===== src/rtl/pipe_hazard_ctrl.sv =====
// Hazard/stall controller for the 16-bit 5-stage pipeline: load-use bubbles,
// branch flush sequencing, data-memory wait holds with timeout, perf counters.
module pipe_hazard_ctrl #(
  parameter int FLUSH_CYCLES = 1,
  parameter int TIMEOUT      = 16,
  parameter int CNT_W        = 16
) (
  input  logic             clk_i,
  input  logic             rst_n,
  input  logic [2:0]       IFID_RSaddr_i,
  input  logic [2:0]       IFID_RTaddr_i,
  input  logic             IFID_uses_rt_i,
  input  logic             IDEX_MemRead_i,
  input  logic [2:0]       IDEX_RTaddr_i,
  input  logic             EX_taken_i,
  input  logic             MEM_req_i,
  input  logic             MEM_ready_i,
  output logic             PCWrite_o,
  output logic             IFIDWrite_o,
  output logic             IFIDFlush_o,
  output logic             IDEXWrite_o,
  output logic             hold_o,
  output logic             err_o,
  output logic [1:0]       state_o,
  output logic [CNT_W-1:0] stall_cnt_o,
  output logic [CNT_W-1:0] flush_cnt_o
);

  typedef enum logic [1:0] {
    RUN      = 2'd0,
    FLUSH    = 2'd1,
    MEM_WAIT = 2'd2,
    ERR      = 2'd3
  } state_t;

  localparam logic [1:0] FLUSH_REM_INIT = 2'(FLUSH_CYCLES - 1);
  localparam logic [7:0] TIMEOUT_C      = 8'(TIMEOUT);

  state_t           state_q, state_d, mode;
  logic [1:0]       flush_rem_q, flush_rem_d;
  logic [7:0]       wait_cnt_q, wait_cnt_d;
  logic [CNT_W-1:0] stall_cnt_q, flush_cnt_q;
  logic             stall_inc, flush_inc;
  logic             memwait, lu;

  function automatic logic [CNT_W-1:0] sat_inc(input logic [CNT_W-1:0] v);
    return (&v) ? v : v + CNT_W'(1);
  endfunction

  assign memwait = MEM_req_i & ~MEM_ready_i;
  assign lu = IDEX_MemRead_i & (IDEX_RTaddr_i != 3'd0) &
              ((IDEX_RTaddr_i == IFID_RSaddr_i) |
               (IFID_uses_rt_i & (IDEX_RTaddr_i == IFID_RTaddr_i)));

  always_comb begin
    state_d     = state_q;
    flush_rem_d = flush_rem_q;
    wait_cnt_d  = wait_cnt_q;
    stall_inc   = 1'b0;
    flush_inc   = 1'b0;
    PCWrite_o   = 1'b1;
    IFIDWrite_o = 1'b1;
    IDEXWrite_o = 1'b1;
    IFIDFlush_o = 1'b0;
    hold_o      = 1'b0;
    mode        = state_q;

    // Ready cycle of a wait resumes whatever was interrupted, in the same cycle
    if (state_q == MEM_WAIT && MEM_ready_i) begin
      mode       = (flush_rem_q != 2'd0) ? FLUSH : RUN;
      wait_cnt_d = 8'd0;
    end

    case (mode)
      RUN: begin
        state_d = RUN;
        if (memwait) begin
          PCWrite_o   = 1'b0;
          IFIDWrite_o = 1'b0;
          hold_o      = 1'b1;
          stall_inc   = 1'b1;
          wait_cnt_d  = 8'd1;
          state_d     = MEM_WAIT;
        end else if (EX_taken_i) begin
          IFIDFlush_o = 1'b1;
          IDEXWrite_o = 1'b0;
          flush_inc   = 1'b1;
          if (FLUSH_CYCLES > 1) begin
            flush_rem_d = FLUSH_REM_INIT;
            state_d     = FLUSH;
          end
        end else if (lu) begin
          PCWrite_o   = 1'b0;
          IFIDWrite_o = 1'b0;
          IDEXWrite_o = 1'b0;
          stall_inc   = 1'b1;
        end
      end
      FLUSH: begin
        if (memwait) begin
          PCWrite_o   = 1'b0;
          IFIDWrite_o = 1'b0;
          hold_o      = 1'b1;
          stall_inc   = 1'b1;
          wait_cnt_d  = 8'd1;
          state_d     = MEM_WAIT;
        end else begin
          IFIDFlush_o = 1'b1;
          IDEXWrite_o = 1'b0;
          flush_rem_d = flush_rem_q - 2'd1;
          state_d     = (flush_rem_q <= 2'd1) ? RUN : FLUSH;
        end
      end
      MEM_WAIT: begin
        PCWrite_o   = 1'b0;
        IFIDWrite_o = 1'b0;
        hold_o      = 1'b1;
        stall_inc   = 1'b1;
        wait_cnt_d  = wait_cnt_q + 8'd1;
        if (wait_cnt_d == TIMEOUT_C) state_d = ERR;
      end
      default: begin
        PCWrite_o   = 1'b0;
        IFIDWrite_o = 1'b0;
        IDEXWrite_o = 1'b0;
        hold_o      = 1'b1;
      end
    endcase

    if (!rst_n) begin
      PCWrite_o   = 1'b1;
      IFIDWrite_o = 1'b1;
      IDEXWrite_o = 1'b1;
      IFIDFlush_o = 1'b0;
      hold_o      = 1'b0;
    end
  end

  always_ff @(posedge clk_i) begin
    if (!rst_n) begin
      state_q     <= RUN;
      flush_rem_q <= 2'd0;
      wait_cnt_q  <= 8'd0;
      stall_cnt_q <= '0;
      flush_cnt_q <= '0;
    end else begin
      state_q     <= state_d;
      flush_rem_q <= flush_rem_d;
      wait_cnt_q  <= wait_cnt_d;
      if (stall_inc) stall_cnt_q <= sat_inc(stall_cnt_q);
      if (flush_inc) flush_cnt_q <= sat_inc(flush_cnt_q);
    end
  end

  assign err_o       = (state_q == ERR);
  assign state_o     = state_q;
  assign stall_cnt_o = stall_cnt_q;
  assign flush_cnt_o = flush_cnt_q;

endmodule


===== config.mk =====
export PLATFORM = sky130hd
export DESIGN_NAME = pipe_hazard_ctrl
export DESIGN_NICKNAME = d
export VERILOG_FILES = /design/src/rtl/pipe_hazard_ctrl.sv
export SDC_FILE = /design/constraint.sdc
export NUM_CORES = 1
export LEC_CHECK = 0
export ABC_CLOCK_PERIOD_IN_PS = 2900
export CAP_MARGIN = 20
export CORE_AREA = 5 5 77 79
export DETAILED_ROUTE_END_ITERATION = 7
export DIE_AREA = 0 0 82 84
export MAX_ROUTING_LAYER = met4
export PLACE_DENSITY_LB_ADDON = 0.25
export SETUP_SLACK_MARGIN = 0.15
export SLEW_MARGIN = 20
export SYNTH_ARGS = -nofsm -noshare
export SYNTH_HDL_FRONTEND = slang
export SYNTH_SLANG_ARGS = --single-unit

===== constraint.sdc =====
create_clock -name clk_i -period 2.9 [get_ports clk_i]
set_input_delay 0.58 -clock clk_i [delete_from_list [all_inputs] [get_ports clk_i]]
set_output_delay 0.58 -clock clk_i [all_outputs]
set_load 0.005 [all_outputs]

### After elaboration in Yosys (flattened, before gate mapping)

Cells that the tools add are included.

* $add $sub $neg: 4
* magnitude comparators: 1
* equality and inequality tests: 8
* muxes and demuxes: 32
* bitwise gates (word level): 9
* reductions and logical operators: 12

Operator list (count)
* adder 16 x 1 -> 16 bit, second input constant: 2
* AND reduction 16 bit: 2
* two-way mux 1 bit: 20
* two-way mux 8 bit: 2
* case mux 8 bit (2 select lines): 1
* adder 8 x 1 -> 8 bit, second input constant: 1
* equality test 8 x 5 -> 1 bit, second input constant: 1
* two-way mux 2 bit: 4
* AND reduction 2 bit: 4
* equality test 2 bit, second input constant: 3
* equality test 3 bit: 2
* case mux 1 bit (3 select lines): 2
* case mux 2 bit (3 select lines): 1
* nonzero test 3 bit: 2
* bitwise AND 1 bit: 4
* NOT 1 bit: 4
* case mux 1 bit (2 select lines): 2
* equality test 2 x 1 -> 1 bit, second input constant: 1
* less-or-equal comparator 2 x 1 -> 1 bit, second input constant: 1
* logical NOT 2 bit: 1
* != test 2 bit, second input constant: 1
* nonzero test 2 bit: 1
* OR reduction 2 bit: 1
* subtractor 2 x 1 -> 2 bit, second input constant: 1
* 2 further kinds: 2

* register bits after elaboration: 44
* input bits: 16
* output and inout port bits: 40
* logic and storage cells: 71

### Longest topological paths before layout

* word-level depth: 9
* mapped depth: 12
* gate-level depth less buffers: 11

### Worst setup path before layout

No wires, ideal clock.

* path kind: input to register
* from: in MEM_ready_i
* to: reg stall_cnt_q[9] (netlist: stall_cnt_o[9])
* library setup time: 72 ps
* data arrival time: 2291 ps
* data required time: 2828 ps
* path slack: 537 ps
* cell stages on the path: 9
* path buffers: 1
* cell sequence: inv_1 > o21ai_0 > ha_1 > a21boi_1 > and3_1 > a22oi_1 > buf_2 > nor4_1 > mux2i_1

* word-level cells in the longest chain between the ends: 5
* elaborated cells on any way between the ends: 11
* classes of those cells: eq/ne: 2; mux: 4; bitwise: 2; reduce/logical: 3

Ends and longest elaborated chain
* from (decl): line 17 `input logic MEM_ready_i,`
* logical AND 1 bit or NOT 1 bit (tied branches): line 69, 50
* two-way mux 2 bit or bitwise AND 1 bit (tied branches): line 69, 50
* equality test 2 bit (tied with other cells): line 74 `case (mode)`
* case mux 1 bit (3 select lines) (*): line 74
* AND reduction 2 bit (no source line) (*)
* to (signal assigned): line 150 `if (stall_inc) stall_cnt_q <= sat_inc(stall_cnt_q);`
* to (decl): line 42 `logic [CNT_W-1:0] stall_cnt_q, flush_cnt_q;`

Every way passes the cells marked *; elsewhere a longest branch is shown, timed or not.
A chain may end at the register's enable or synchronous reset.

### Worst setup path after layout

* from: in MEM_req_i
* to: out hold_o

* word-level cells in the longest chain between the ends: 4

Ends and longest elaborated chain
* from (decl): line 16 `input logic MEM_req_i,`
* bitwise AND 1 bit: line 50 `assign memwait = MEM_req_i & ~MEM_ready_i;`
* two-way mux 1 bit: line 77, 100
* two-way mux 1 bit
* two-way mux 1 bit: line 130 `if (!rst_n) begin`
* to (decl): line 22 `output logic hold_o,`

Every way passes these cells.

==> flow_summary.json <==
{
  "clk_pin_slew_worst_paths_ns": 0.09,
  "timing.final.crit_period_ns": 2.685,
  "crit_path_max_incr_delay_ns": 0.50,
  "fmaxAchievable_ghz": 0.3725,
  "dpl-instance-area_um2": 3314,
  "unrepaired_setup_endpoints_after_global_routing": "false",
  "postSynthAreaPerCell_um2": 8.159,
  "insertedDiodeCount": 0,
  "fp.dieH_um": 84,
  "layout.nets": 409,
  "synth-async-reset-ratio_pct": 0,
  "cts-buffers-inserted": 5,
  "synth_enable_flop_cells": 0,
  "core_um2": 5270,
  "viasPerCell": 5.472,
  "grt_start_max_net_pins": 31,
  "synth_area_um2": 2505,
  "crit_fanout": 4,
  "chipWidth_um": 82,
  "outcome": "finished clean",
  "synth_fp_nets": 331,
  "ctsLongestPathBuffers": 2,
  "layout_common_cells": "clkdlybuf4s50_1, dfxtp_1, buf_4",
  "dr_total_vias": 2506,
  "ctsHtreeMaxLevel": 2,
  "ys_flop_type": "dfxtp_1",
  "netlist_instances": 307,
  "timing.final.crit_share_pct": 92.58,
  "criticalPathCategory": "primary input to output pin",
  "route.final.wire_length_um": 6368,
  "ioPinCount": 56,
  "synth.yosys.seq_area_share_pct": 35.16,
  "clk-insertion-delay-late_ns": 0.30,
  "firstDrtPassIters": 4,
  "pre_cts_setup_slack_ns": -0.2856,
  "power_per_cell_area_nw_per_um2": 367.4,
  "placer_congestion": 0.8758,
  "worst_slew_pin_slew_ns": 0.6245,
  "worst_clock_skew_ns": 0.008776,
  "gr-usage-all-layers_pct": 20.02,
  "row_count": 27,
  "timing.final.ws_setup_ns": 0.2152,
  "timing.final.max_slew_violations": 0,
  "max-cap-violations": 0,
  "p_leak_uw": 0.001278,
  "critPathLaunchType": "primary input",
  "first_iter_violations": 115,
  "wl_per_cell_um": 13.90,
  "dp.final_hpwl_um": 4690,
  "cell_with_the_largest_stage_delay_on_the_worst_path": "clkdlybuf4s50_1",
  "hp-class": "flip-flop to flip-flop",
  "area_growth_syn_to_layout_pct": 38.16,
  "timing.reg2reg.setup_slack_ns": 0.44,
  "detail_route.drc_violations": 0,
  "grt.overflow.total": 0,
  "clock_tree_from_tritoncts": "done",
  "antenna_violating_nets_post_route": 0,
  "endpoint_arrival_time_on_the_critical_path_ns": 2.10,
  "first_global_vias": 2419,
  "wp_buf_inv": 3,
  "hold_fails_final_rpt": 0,
  "critical_path_required_ns": 2.32,
  "postSynthRegisterBits": 44,
  "place.port_buffers": 55,
  "ys.warnings.count": 0,
  "final_common_cell": "clkdlybuf4s50_1",
  "cts.root.buffer_cell": "clkbuf_8",
  "synthDistinctLibCells": 46,
  "fp.dieArea_um2": 6888,
  "final_design_area_no_fill_um2": 3461,
  "floorplan.initialDensity_pct": 47.53,
  "setup_viol_count_final": 0,
  "critical_path_s_most_frequent_cell": "clkdlybuf4s50_1",
  "grt_pass1_wl_um": 10830,
  "crit_chain": "clkdlybuf4s50_1 -> nand2b_1 -> a21oi_1 -> buf_4 -> clkdlybuf4s50_1",
  "post_route_cells_drive_above_1_share_pct": 15.03,
  "timing.critical_path.to_type": "output pin",
  "max-vdd-ir-drop_v": 0.0003563,
  "path_delay_family": "buffers and inverters",
  "grt_antenna_before_repair": 0,
  "cts_sinks": 44,
  "max_slew_margin_pct": 58.02
}
==> where the power goes <==
group	leakage [µW]	internal (µW)	total (µW)	switching [µW]
clock network	0.0000583	260	486	227
registers	0.000356	612	623	11.9
logic	0.000864	86.1	162	76.0
total	0.00128	957	1270	314
==> final cells by class <==
type	count	area, µm²
fillers	482	1809
flip-flops and latches	44	883.3
clock buffers	5	68.82
multi-input cells	236	1551
well taps	72	90.09
inverters	14	52.55
repair buffers	84	767.0
clock inverters	3	47.55
==> synthesized netlist by cell type (4+ instances only) <==
library cell  instances  share of area, %
xor2_1                7               2.4
nor4_1                7               1.7
nand4_1               9               2.2
o31ai_1               5               1.5
nor3_1                4              0.80
nor2_1               27               4.0
nand2_1              25               3.7
mux2i_1               9               3.6
and3_1                8               2.0
o21ai_0              17               3.4
inv_1                14               2.1
a21oi_1              18               3.6
xnor2_1              14               4.9
ha_1                  8               4.0
nor3b_1               5               1.5
or3_1                 8               2.0
dfxtp_1              44                35
nand3_1              15               3.0
clkbuf_1              8               1.2
nand2b_1             11               2.7
==> metrics by stage <==
stage / hold slack [ns] / cells / setup TNS (ns) / total power [µW] / utilization [%]
after floorplan: 0.4711 / 307 / 0 / 706.8 / -
final: 0.4881 / 458 / 0 / 1272 / 65.67
after global routing: 0.5467 / 458 / 0 / 1328 / 65.67
after CTS: 0.4945 / 457 / 0 / 1280 / 65.12
after detailed placement: 0.4810 / 449 / -1.792 / 800.9 / 62.89
after global placement: 0.4710 / 449 / -1.565 / 796.8 / 62.89
==> metal layers <==
layer / vias up / part of all wire, % / global-route usage [%]
met5: - / 0 / -
met4: 0 / 1.6 / 6.495
met3: 11 / 4.6 / 3.996
met2: 49 / 49 / 32.99
met1: 1178 / 45 / 24.06
li1: 1268 / - / -
==> state kept, by name, summed over array words and instances (netlist names) <==
register     cells
flush_cnt_o     16
stall_cnt_o     16
state_o          2
wait_cnt_q       8
flush_rem_q      2
==> cells by family (layout without fill, tap and decap cells) <==
group                      count (synthesis)  in the layout  share of synthesized area (%)
muxes                                      9              9                          3.597
AOI/OAI and AO/OA                         64             64                          16.53
DFF                                       44             44                          35.16
buffers and inverters                     27            106                          4.495
xor gates and xnor gates                  21             21                          7.343
and+or+nand+nor                          134            134                          28.87
adders and majority gates                  8              8                          3.996
==> worst paths after layout <==
kind / depth (start not counted) / startpoint / end
worst max-delay path: 5 / MEM_req_i / hold_o
worst min-delay path: 2 / stall_cnt_o[15]$_SDFFE_PN0P_ / stall_cnt_o[15]$_SDFFE_PN0P_
worst max register to register: 15 / flush_rem_q[0]$_SDFFE_PN0N_ / stall_cnt_o[10]$_SDFFE_PN0P_
worst min register to register: 2 / stall_cnt_o[15]$_SDFFE_PN0P_ / stall_cnt_o[15]$_SDFFE_PN0P_
==> worst min-delay path, cell delays in order, from the launching register on <==
cell and delay, ns:
dfxtp_1 0.34, nand2_1 0.06, mux2i_1 0.05
==> repair_timing <==
item | CTS | global route
resized for setup | 15 | 16
setup buffers | 0 | 1
hold buffers | 0 | 0
setup endpoints to repair | 5 | 3
pin swaps | 6 | 6
cloned | 0 | 0
No activity file was read; power rests on OpenSTA's default activity.
